--- config.mk ---
export PLATFORM = sky130hd
export DESIGN_NAME = tx_frame_sched
export DESIGN_NICKNAME = d
export VERILOG_FILES = /design/src/rtl/tx_frame_sched.sv
export SDC_FILE = /design/constraint.sdc
export NUM_CORES = 1
export LEC_CHECK = 0
export CAP_MARGIN = 20
export CELL_PAD_IN_SITES_DETAIL_PLACEMENT = 1
export CELL_PAD_IN_SITES_GLOBAL_PLACEMENT = 2
export CORE_MARGIN = 8
export CORE_UTILIZATION = 34
export DETAILED_ROUTE_END_ITERATION = 8
export PLACE_DENSITY = 0.94
export SLEW_MARGIN = 20
export SYNTH_ARGS = -nofsm -noshare
export SYNTH_HDL_FRONTEND = slang
export SYNTH_SLANG_ARGS = --single-unit
--- constraint.sdc ---
create_clock -name CLK_I -period 5.7 [get_ports CLK_I]
set_clock_uncertainty 0.15 [all_clocks]
set_input_delay 1.425 -clock CLK_I [delete_from_list [all_inputs] [get_ports CLK_I]]
set_output_delay 1.425 -clock CLK_I [all_outputs]
set_load 0.01 [all_outputs]
--- src/rtl/tx_frame_sched.sv ---
// Frame scheduler between the CP-insertion stage and the preamble/output stage of the OFDM Tx.
// Optional frame abort (ABORT_I) is enabled by defining TX_SCHED_ABORT_EN.
module tx_frame_sched #(
  parameter int unsigned SYM_LEN = 80,
  parameter int unsigned NSYM_W  = 8,
  parameter int unsigned GAP_W   = 16,
  parameter int unsigned MIN_GAP = 4
) (
  input  logic              CLK_I,
  input  logic              RST_I,
  input  logic [31:0]       DAT_I,
  input  logic              CYC_I,
  input  logic              STB_I,
  input  logic              WE_I,
  output logic              ACK_O,
  output logic [31:0]       DAT_O,
  output logic              CYC_O,
  output logic              STB_O,
  output logic              WE_O,
  input  logic              ACK_I,
  input  logic              EN_I,
  input  logic [NSYM_W-1:0] NSYM_I,
  input  logic [GAP_W-1:0]  GAP_I,
`ifdef TX_SCHED_ABORT_EN
  input  logic              ABORT_I,
`endif
  output logic              BUSY_O,
  output logic              FRM_DONE_O
);

  localparam int unsigned SW = $clog2(SYM_LEN);
  localparam int unsigned CW = NSYM_W + SW;

  typedef enum logic [1:0] {S_IDLE, S_FRAME, S_GAP} state_t;

  state_t          state;
  logic [CW-1:0]   limit_q;
  logic [CW-1:0]   eff_limit;
  logic [CW-1:0]   iss_cnt;
  logic [CW-1:0]   done_cnt;
  logic [GAP_W-1:0] gap_q;
  logic [GAP_W-1:0] gap_cnt;
  logic            ena;
  logic            beat;
  logic            last_beat;

  assign ena       = CYC_I & STB_I & WE_I;
  assign beat      = STB_O & ACK_I;
  assign last_beat = beat && (done_cnt == eff_limit - CW'(1));
  assign WE_O      = STB_O;
  assign ACK_O     = (state == S_FRAME) & ena & (~STB_O | ACK_I) & (iss_cnt != eff_limit);

`ifdef TX_SCHED_ABORT_EN
  logic          abort_req;
  logic [SW-1:0] sym_pos;
  logic [CW-1:0] trunc_limit;

  // Round the issued count up to the next symbol boundary; an empty frame still gets one symbol.
  always_comb begin
    trunc_limit = limit_q;
    if (sym_pos == '0 && iss_cnt != '0)
      trunc_limit = iss_cnt;
    else
      trunc_limit = iss_cnt - CW'(sym_pos) + CW'(SYM_LEN);
  end

  assign eff_limit = ((state == S_FRAME) && (abort_req || ABORT_I)) ? trunc_limit : limit_q;

  // Sticky abort request and position of iss_cnt within the current symbol.
  always_ff @(posedge CLK_I) begin
    if (RST_I) begin
      abort_req <= 1'b0;
      sym_pos   <= '0;
    end else begin
      case (state)
        S_IDLE: sym_pos <= '0;
        S_FRAME: begin
          if (ABORT_I) abort_req <= 1'b1;
          if (ACK_O) sym_pos <= (sym_pos == SW'(SYM_LEN - 1)) ? '0 : sym_pos + SW'(1);
        end
        default: abort_req <= 1'b0;
      endcase
    end
  end
`else
  assign eff_limit = limit_q;
`endif

  always_ff @(posedge CLK_I) begin
    if (RST_I) begin
      state      <= S_IDLE;
      limit_q    <= '0;
      iss_cnt    <= '0;
      done_cnt   <= '0;
      gap_q      <= '0;
      gap_cnt    <= '0;
      DAT_O      <= '0;
      CYC_O      <= 1'b0;
      STB_O      <= 1'b0;
      BUSY_O     <= 1'b0;
      FRM_DONE_O <= 1'b0;
    end else begin
      FRM_DONE_O <= 1'b0;
      case (state)
        S_IDLE: begin
          if (EN_I && ena) begin
            state    <= S_FRAME;
            BUSY_O   <= 1'b1;
            CYC_O    <= 1'b1;
            iss_cnt  <= '0;
            done_cnt <= '0;
            limit_q  <= ((NSYM_I == '0) ? CW'(1) : CW'(NSYM_I)) * CW'(SYM_LEN);
            gap_q    <= (GAP_I < GAP_W'(MIN_GAP)) ? GAP_W'(MIN_GAP) : GAP_I;
          end
        end

        S_FRAME: begin
          if (last_beat) begin
            state      <= S_GAP;
            STB_O      <= 1'b0;
            CYC_O      <= 1'b0;
            FRM_DONE_O <= 1'b1;
            // The IDLE cycle before the next CYC_O rise is the final gap cycle.
            gap_cnt    <= GAP_W'(1);
          end else begin
            if (ACK_O) begin
              DAT_O   <= DAT_I;
              STB_O   <= 1'b1;
              iss_cnt <= iss_cnt + CW'(1);
            end else if (beat) begin
              STB_O <= 1'b0;
            end
            if (beat) done_cnt <= done_cnt + CW'(1);
          end
        end

        S_GAP: begin
          if (gap_cnt == gap_q - GAP_W'(1)) begin
            state  <= S_IDLE;
            BUSY_O <= 1'b0;
          end else begin
            gap_cnt <= gap_cnt + GAP_W'(1);
          end
        end

        default: state <= S_IDLE;
      endcase
    end
  end

endmodule

======== Word level (Yosys, flattened, before mapping) ========
Index checks and enable logic that the tools add are counted.
W data, S select, Z words.
word-level totals
  register bits ........................... 111
  output and inout port bits .............. 38
  logic and storage cells ................. 83
  input bits .............................. 63
cells by class
  add/subtract/negate cells ............... 5
  mux-type cells .......................... 25
  $lt $le $gt $ge ......................... 1
  multipliers ............................. 1
  reductions and logical operators ........ 18
  equal/unequal tests ..................... 12
  bitwise logic cells ..................... 10
operators with widths
  operator                 number
  $mux W15                 5
  $pmux W15 S2             2
  $mux W16                 3
  $pmux W16 S2             1
  $add A15 B1 Y15 const B  2
  $add A16 B1 Y16 const B  1
  $eq A16 B16 Y1           1
  $lt A16 B3 Y1 const B    1
  $sub A16 B1 Y16 const B  1
  $eq A15 B15 Y1           1
  $ne A15 B15 Y1           1
  $reduce_and A3 Y1        5
  $sub A15 B1 Y15 const B  1
  $ne A2 B2 Y1 const B     7
  $mul A8 B3 Y11 const B   1
  $logic_not A8 Y1         1
  $mux W8                  1
  $reduce_and A4 Y1        2
  $mux W1                  7
  $and A1 B1 Y1            6
  $mux W2                  3
  $pmux W2 S3              1
  $reduce_bool A2 Y1       3
  $pmux W1 S2              2
  9 further kinds          13

======== Depth between registers and ports, before layout ========
Gate-level depths: netlist (run 1).
  depth after elaboration ................. 8
  depth in mapped cells ................... 13
  depth with buffers taken out ............ 13

======== Worst setup path before layout (run 1) ========
No wires, ideal clock.
  path kind ............................... in2out
  start ................................... input port WE_I
  end ..................................... output port ACK_O
  data required time ...................... 4.125 ns
  stages .................................. 2
  path buffers ............................ 0
  data arrival time ....................... 2.177 ns
  slack ................................... 1.948 ns
  cells stage by stage .................... nand3_1 a2111oi_2
on the way
  cells in the longest elaborated chain, start to end .. 4
ends and longest elaborated chain
  item                        line  source
  start, declared             14    input logic WE_I,
  $and A1 B1 Y1               47    assign ena = CYC_I & STB_I & WE_I;
  $and A1 B1 Y1 (3 in a row)  51    assign ACK_O = (state == S_FRAME) & ena & (~STB_O | ACK_I) & (iss_cnt != eff_limit);
  end, declared               15    output logic ACK_O,
Every way passes these cells.

======== Final worst setup path (run 1) ========
  start ................................... input port CYC_I
  end ..................................... output port ACK_O
on the way
  cells in the longest elaborated chain, start to end .. 5
ends and longest elaborated chain
  item                        line  source
  start, declared             12    input logic CYC_I,
  $and A1 B1 Y1 (2 in a row)  47
  $and A1 B1 Y1 (3 in a row)  51
Every way passes these cells.

==> summary.md, run 1 <==
| Metric | Value |
|---|---|
| DP Wirelength | `13.8 mm` |
| Die W | `151 um` |
| Core region area | `18000 um2` |
| Vias after detailed routing | `5818` |
| Final setup fails | `0` |
| Unrepaired setup endpoints after global routing | `false` |
| Final Net Count | `903` |
| Chip Height | `151 um` |
| Non-filler cells, final | `1058` |
| Arr. time, crit path | `3.22 ns` |
| Final core utilization | `42.8%` |
| Post-synth top area cell | `dfxtp_1` |
| Num CTS Buffers | `9` |
| Fillers | `2171` |
| Vias in the first global route | `5953` |
| P_leak | `2.70 nW` |
| Routability cong. | `0.842` |
| Initial DRC count | `221` |
| Cts repair resizes | `0` |
| Mapped Area | `6240 um2` |
| Main synth FF type | `dfxtp_1` |
| Top cells by area, synth | `dfxtp_1 36%, mux2i_1 6.1%, nand2_1 4.8%` |
| CP Max Fanout | `5` |
| GRT Overall Usage | `16.4%` |
| Worst-Skew Late Latency | `0.37 ns` |
| Fmax | `0.209 GHz` |
| VDD IR max | `0.143 mV` |
| Setup Total Neg Slack | `0 ns` |
| Number of synthesized flops with an enable pin | `0` |
| Syn Inst Count | `755` |
| Mean Syn Cell Area | `8.27 um2` |
| Post-synth top area share | `35.6%` |
| CP Capture Type | `output pin` |
| Yosys warns | `0` |
| Final worst path period share | `84.1%` |
| WL per Instance | `17.5 um` |
| Pin count of the biggest net entering global routing | `69` |
| Total Power | `0.00165 W` |
| Diode count | `0` |
| Hold Fails Final Rpt | `0` |
| Layout Area Growth over Synthesis | `23.1%` |
| Met2 Wirelength | `9.00 mm` |
| Async set-reset flop share out of synthesis | `0%` |
| Status | `finished clean` |
| GR Overflow Total | `0` |
| CP Class | `in2out` |
| Final ANT Viol Nets | `0` |
| Final WL | `18.5 mm` |
| CTS max path bufs | `2` |
| Design Area, Final | `7680 um2` |
| Yosys reg bits | `111` |
| First-pass GRT wire length | `30.4 mm` |
| Root Driver | `clkbuf_16` |
| Syn nets | `834` |
| Most numerous cell in the Yosys netlist | `dfxtp_1` |
| Placement Cell Area | `7370 um2` |
| Avg Vias per Cell | `5.50` |
| Placed Cells | `1042` |
| Most frequent cells after synthesis | `111 x dfxtp_1, 80 x nand2_1, 63 x nor2_1` |
| DR WL met3 | `900 um` |
| Critical path required time | `4.12 ns` |
| Worst setup SP type | `primary input` |
| # IOs | `101` |
| CTS tree | `built` |
| DRC | `0` |
| Worst Hold Class | `reg2reg` |
| Starting density of the core | `34.7%` |
| Highest metal used | `met4` |
| Setup Fix Bufs, Post-CTS | `0` |
| Pwr Density | `215 nW/um2` |
| Share of cells above drive strength 1 | `5.79%` |
| Htree depth | `3` |
| Synth cell types | `70` |
| Port-buffer cells | `100` |
| Post-synthesis sequential area ratio | `35.6%` |
| Wl on met1 | `8.33 mm` |
| Standard-cell rows | `49` |
| Fin. max-slew vios | `0` |
| # clock sinks | `111` |
| Area taken by multi-input logic gates | `3720 um2` |
| Max Cap Viol | `0` |
| Worst-Margin Slew | `0.855 ns` |
| Initial antenna violation count | `0` |
| Worst-path clk slew | `0.09 ns` |
| Register Area | `2220 um2` |
| Die Footprint | `23000 um2` |
| Final min period | `4.79 ns` |
| Pre-antenna DRT Iters | `4` |
| Worst slew margin | `42.7%` |
| # hold bufs at CTS | `0` |
==> area by class of cell <==
| type | count | share of cell area, % |
|---|---|---|
| multi-input cells | 572 | 48.4 |
| flip-flops and latches | 111 | 28.9 |
| repair buffers | 109 | 13.8 |
| well taps | 229 | 3.73 |
| clock buffers | 9 | 2.93 |
| clock inverters | 7 | 1.16 |
| inverters | 21 | 1.03 |
==> report_power, final <==
part,switching (W),leakage [nW],internal (W),total (W)
sequential,0.00000982,0.895,0.000781,0.000790
combinational,0.0000933,1.65,0.0000946,0.000188
clock,0.000353,0.153,0.000320,0.000673
total,0.000457,2.70,0.00119,0.00165
==> worst max-delay path: stages <==
cell,delay [ns]
clkdlybuf4s50_1,0.46
nand3_1,0.20
a2111oi_2,0.38
buf_4,0.20
clkdlybuf4s50_1,0.56
==> stage by stage <==
stage               hold WS, ns  setup WS [ns]
floorplan                 0.310           1.95
global placement          0.321          0.908
detailed placement        0.333          0.900
CTS                       0.355          0.890
global route              0.370          0.809
finish                    0.346          0.905
==> logic make-up after synthesis <==
group	share of synthesized area, %
xor gates and xnor gates	6.31
muxes	6.45
AOI/OAI and AO/OA	18.2
buffers and inverters	4.93
and+or+nand+nor	25.2
DFF	35.6
adders and majority gates	3.33
==> cells in the final DEF, fill, tap and decap left out, types with 5 or more instances in the layout <==
master / n
o211ai_1: 11
xor2_1: 15
dfxtp_1: 111
a31oi_1: 5
o2111ai_1: 7
a21oi_1: 59
inv_1: 21
xnor2_1: 30
o21ai_1: 7
o31ai_1: 12
a22o_1: 5
nor3_1: 17
nor4_1: 11
a2111o_1: 5
and3_1: 14
ha_1: 15
mux2i_1: 38
nor2b_1: 9
clkdlybuf4s50_1: 99
nand4_1: 14
or4_1: 13
nor3b_1: 5
clkbuf_16: 9
or3_1: 17
nor2_1: 63
nand3_1: 32
o21ai_0: 20
nand2_1: 80
buf_4: 9
==> routing by layer <==
layer,vias up,global-route usage (%)
met2,98,28.3
met3,21,4.43
met4,0,4.51
met5,-,0
met1,2820,19.8
li1,2879,-
==> final timing paths <==
path           endpoint         start  cells after the start  slack [ns]
max reg2reg  iss_cnt[6]  eff_limit[4]                     10        1.94
max               ACK_O         CYC_I                      5        0.91
min           DAT_O[24]     DAT_O[24]                      2        0.35
min reg2reg   DAT_O[24]     DAT_O[24]                      2        0.35
==> flip-flops by register name, summed over array words and instances, names as in the netlist <==
signal,count
CYC_O,1
DAT_O,32
state,2
done_cnt,15
FRM_DONE_O,1
iss_cnt,15
gap_cnt,16
STB_O,1
BUSY_O,1
gap_q,16
eff_limit,11
Power figures use the tool's default switching activity.
==> inputs of run 2 (changes only) <==
- CORE_UTILIZATION: 34 -> 32
- PLACE_DENSITY: 0.94 -> 0.89
- clock period: 5.7 -> 4.6 ns (I/O delays scaled with it)
==> run 2 against run 1 <==
Against the previous run:
- critical path depth is the same
- first-iteration DRC count increased by 32%
- clock-buffer cell count stayed put
- hold slack better by 0.0020 ns
- final cell count grew 3.6%
- critical endpoint unchanged
- largest cell class unchanged
==> summary.md, run 2 (synthesis gave the netlist of run 1 again) <==
| Metric | Value |
|---|---|
| # IOs | `101` |
| Pwr Density | `267 nW/um2` |
| Final core utilization | `40.2%` |
| Standard-cell rows | `51` |
| CTS tree | `built` |
| Final ANT Viol Nets | `0` |
| Internal Pwr Total | `0.00153 W` |
| Core region area | `19300 um2` |
| Starting density of the core | `32.3%` |
| P_leak | `2.71 nW` |
| # clock sinks | `111` |
| Setup Total Neg Slack | `0 ns` |
| Worst Hold Class | `reg2reg` |
| Final Net Count | `905` |
| Net Sw Power | `0.000547 W` |
| Status | `finished clean` |
| Fmax | `0.236 GHz` |
| Unrepaired setup endpoints after global routing | `false` |
| Initial antenna violation count | `0` |
| Most frequent cells in the layout | `111 x dfxtp_1, 99 x clkdlybuf4s50_1, 80 x nand2_1` |
| Comb pwr share | `11.3%` |
| Initial DRC count | `291` |
| Vias in the first global route | `5869` |
| Chip Height | `156 um` |
| First-pass GRT wire length | `30.2 mm` |
| Non-filler cells, final | `1096` |
| Worst-Margin Slew | `0.914 ns` |
| Worst-Skew Late Latency | `0.35 ns` |
| Die W | `156 um` |
| Switching share of total power | `26.3%` |
| Top flop regs | `DAT_O (32), gap_cnt (16), gap_q (16)` |
| Most common cell after layout, fill and taps aside | `dfxtp_1` |
| Root Driver | `clkbuf_16` |
| Htree depth | `3` |
| WL per Instance | `16.8 um` |
| Total Power | `0.00208 W` |
| Max Cap Viol | `0` |
| Seq pwr share | `47.2%` |
| CTS max path bufs | `2` |
| Share of cells above drive strength 1 | `6.02%` |
| Final worst path period share | `92.2%` |
| Worst-path clk slew | `0.08 ns` |
| Num CTS Buffers | `9` |
| Worst slew margin | `38.7%` |
| Final setup fails | `0` |
| VDD IR max | `0.195 mV` |
| Die Footprint | `24200 um2` |
| GR Overflow Total | `0` |
| Routability cong. | `0.800` |
| # hold bufs at CTS | `0` |
| CP Class | `in2out` |
| Design Area, Final | `7770 um2` |
| Placement Cell Area | `7440 um2` |
| Arr. time, crit path | `2.94 ns` |
| Port-buffer cells | `100` |
| Avg Vias per Cell | `5.32` |
| Largest Register | `DAT_O` |
| CP Capture Type | `output pin` |
| Layout Area Growth over Synthesis | `24.4%` |
| Clock share of power | `41.5%` |
| Cts repair resizes | `0` |
| Critical path required time | `3.30 ns` |
| Setup Fix Bufs, Post-CTS | `0` |
| GRT Overall Usage | `15.2%` |
| DRC | `0` |
| Pin count of the biggest net entering global routing | `47` |
| Fin. max-slew vios | `0` |
| Final min period | `4.24 ns` |
| DP Wirelength | `13.6 mm` |
| Hold Fails Final Rpt | `0` |
| Final WL | `18.4 mm` |
| Worst setup SP type | `primary input` |
| Diode count | `0` |
| Flip-flop count of the largest register after layout | `32` |
| CP Max Fanout | `5` |
| Vias after detailed routing | `5834` |
| Pre-antenna DRT Iters | `4` |
| Placed Cells | `1080` |
==> run 2: layer usage <==
metal / wire, um / track usage [%]
met1: 8740 / 19.4
met4: 290 / 4.53
met5: 0 / 0
met2: 8590 / 25.0
met3: 776 / 3.38
==> run 2: worst max-delay path: stages <==
cell	delay, ns
clkdlybuf4s50_1	0.45
nand3_1	0.20
a2111oi_2	0.38
buf_4	0.21
clkdlybuf4s50_1	0.55
==> run 2: area by class of cell <==
cell class                      count  area [um2]
Clock buffer                        9         225
Clock inverter                      7        98.8
Fill cell                        2314       11600
Inverter                           21        78.8
Multi-Input combinational cell    572        3720
Sequential cell                   111        2220
Tap cell                          265         332
Timing Repair Buffer              111        1090
==> run 2: final timing paths <==
path                start          to  slack (ns)  cells past startpoint
max reg2reg  eff_limit[4]  iss_cnt[9]        0.90                      9
max                  WE_I       ACK_O        0.36                      5
min reg2reg     DAT_O[31]   DAT_O[31]        0.35                      2
min             DAT_O[31]   DAT_O[31]        0.35                      2
==> run 2: through the flow <==
step                      setup slack [ns]  hold WS [ns]
after global routing                 0.294         0.374
after CTS                            0.346         0.348
after detailed placement             0.353         0.330
final                                0.358         0.348
after global placement               0.357         0.320
after floorplan                       1.26         0.310
==> run 2: power groups by stage <==
stage | sequential [W] | clock (W) | combinational [W]
6_report | 0.000980 | 0.000862 | 0.000236
5_1_grt | 0.000981 | 0.000928 | 0.000261
4_1_cts | 0.000980 | 0.000896 | 0.000238
3_5_place_dp | 0.00100 | 0 | 0.000236
3_3_place_gp | 0.00100 | 0 | 0.000234
2_1_floorplan | 0.000996 | 0 | 0.000143
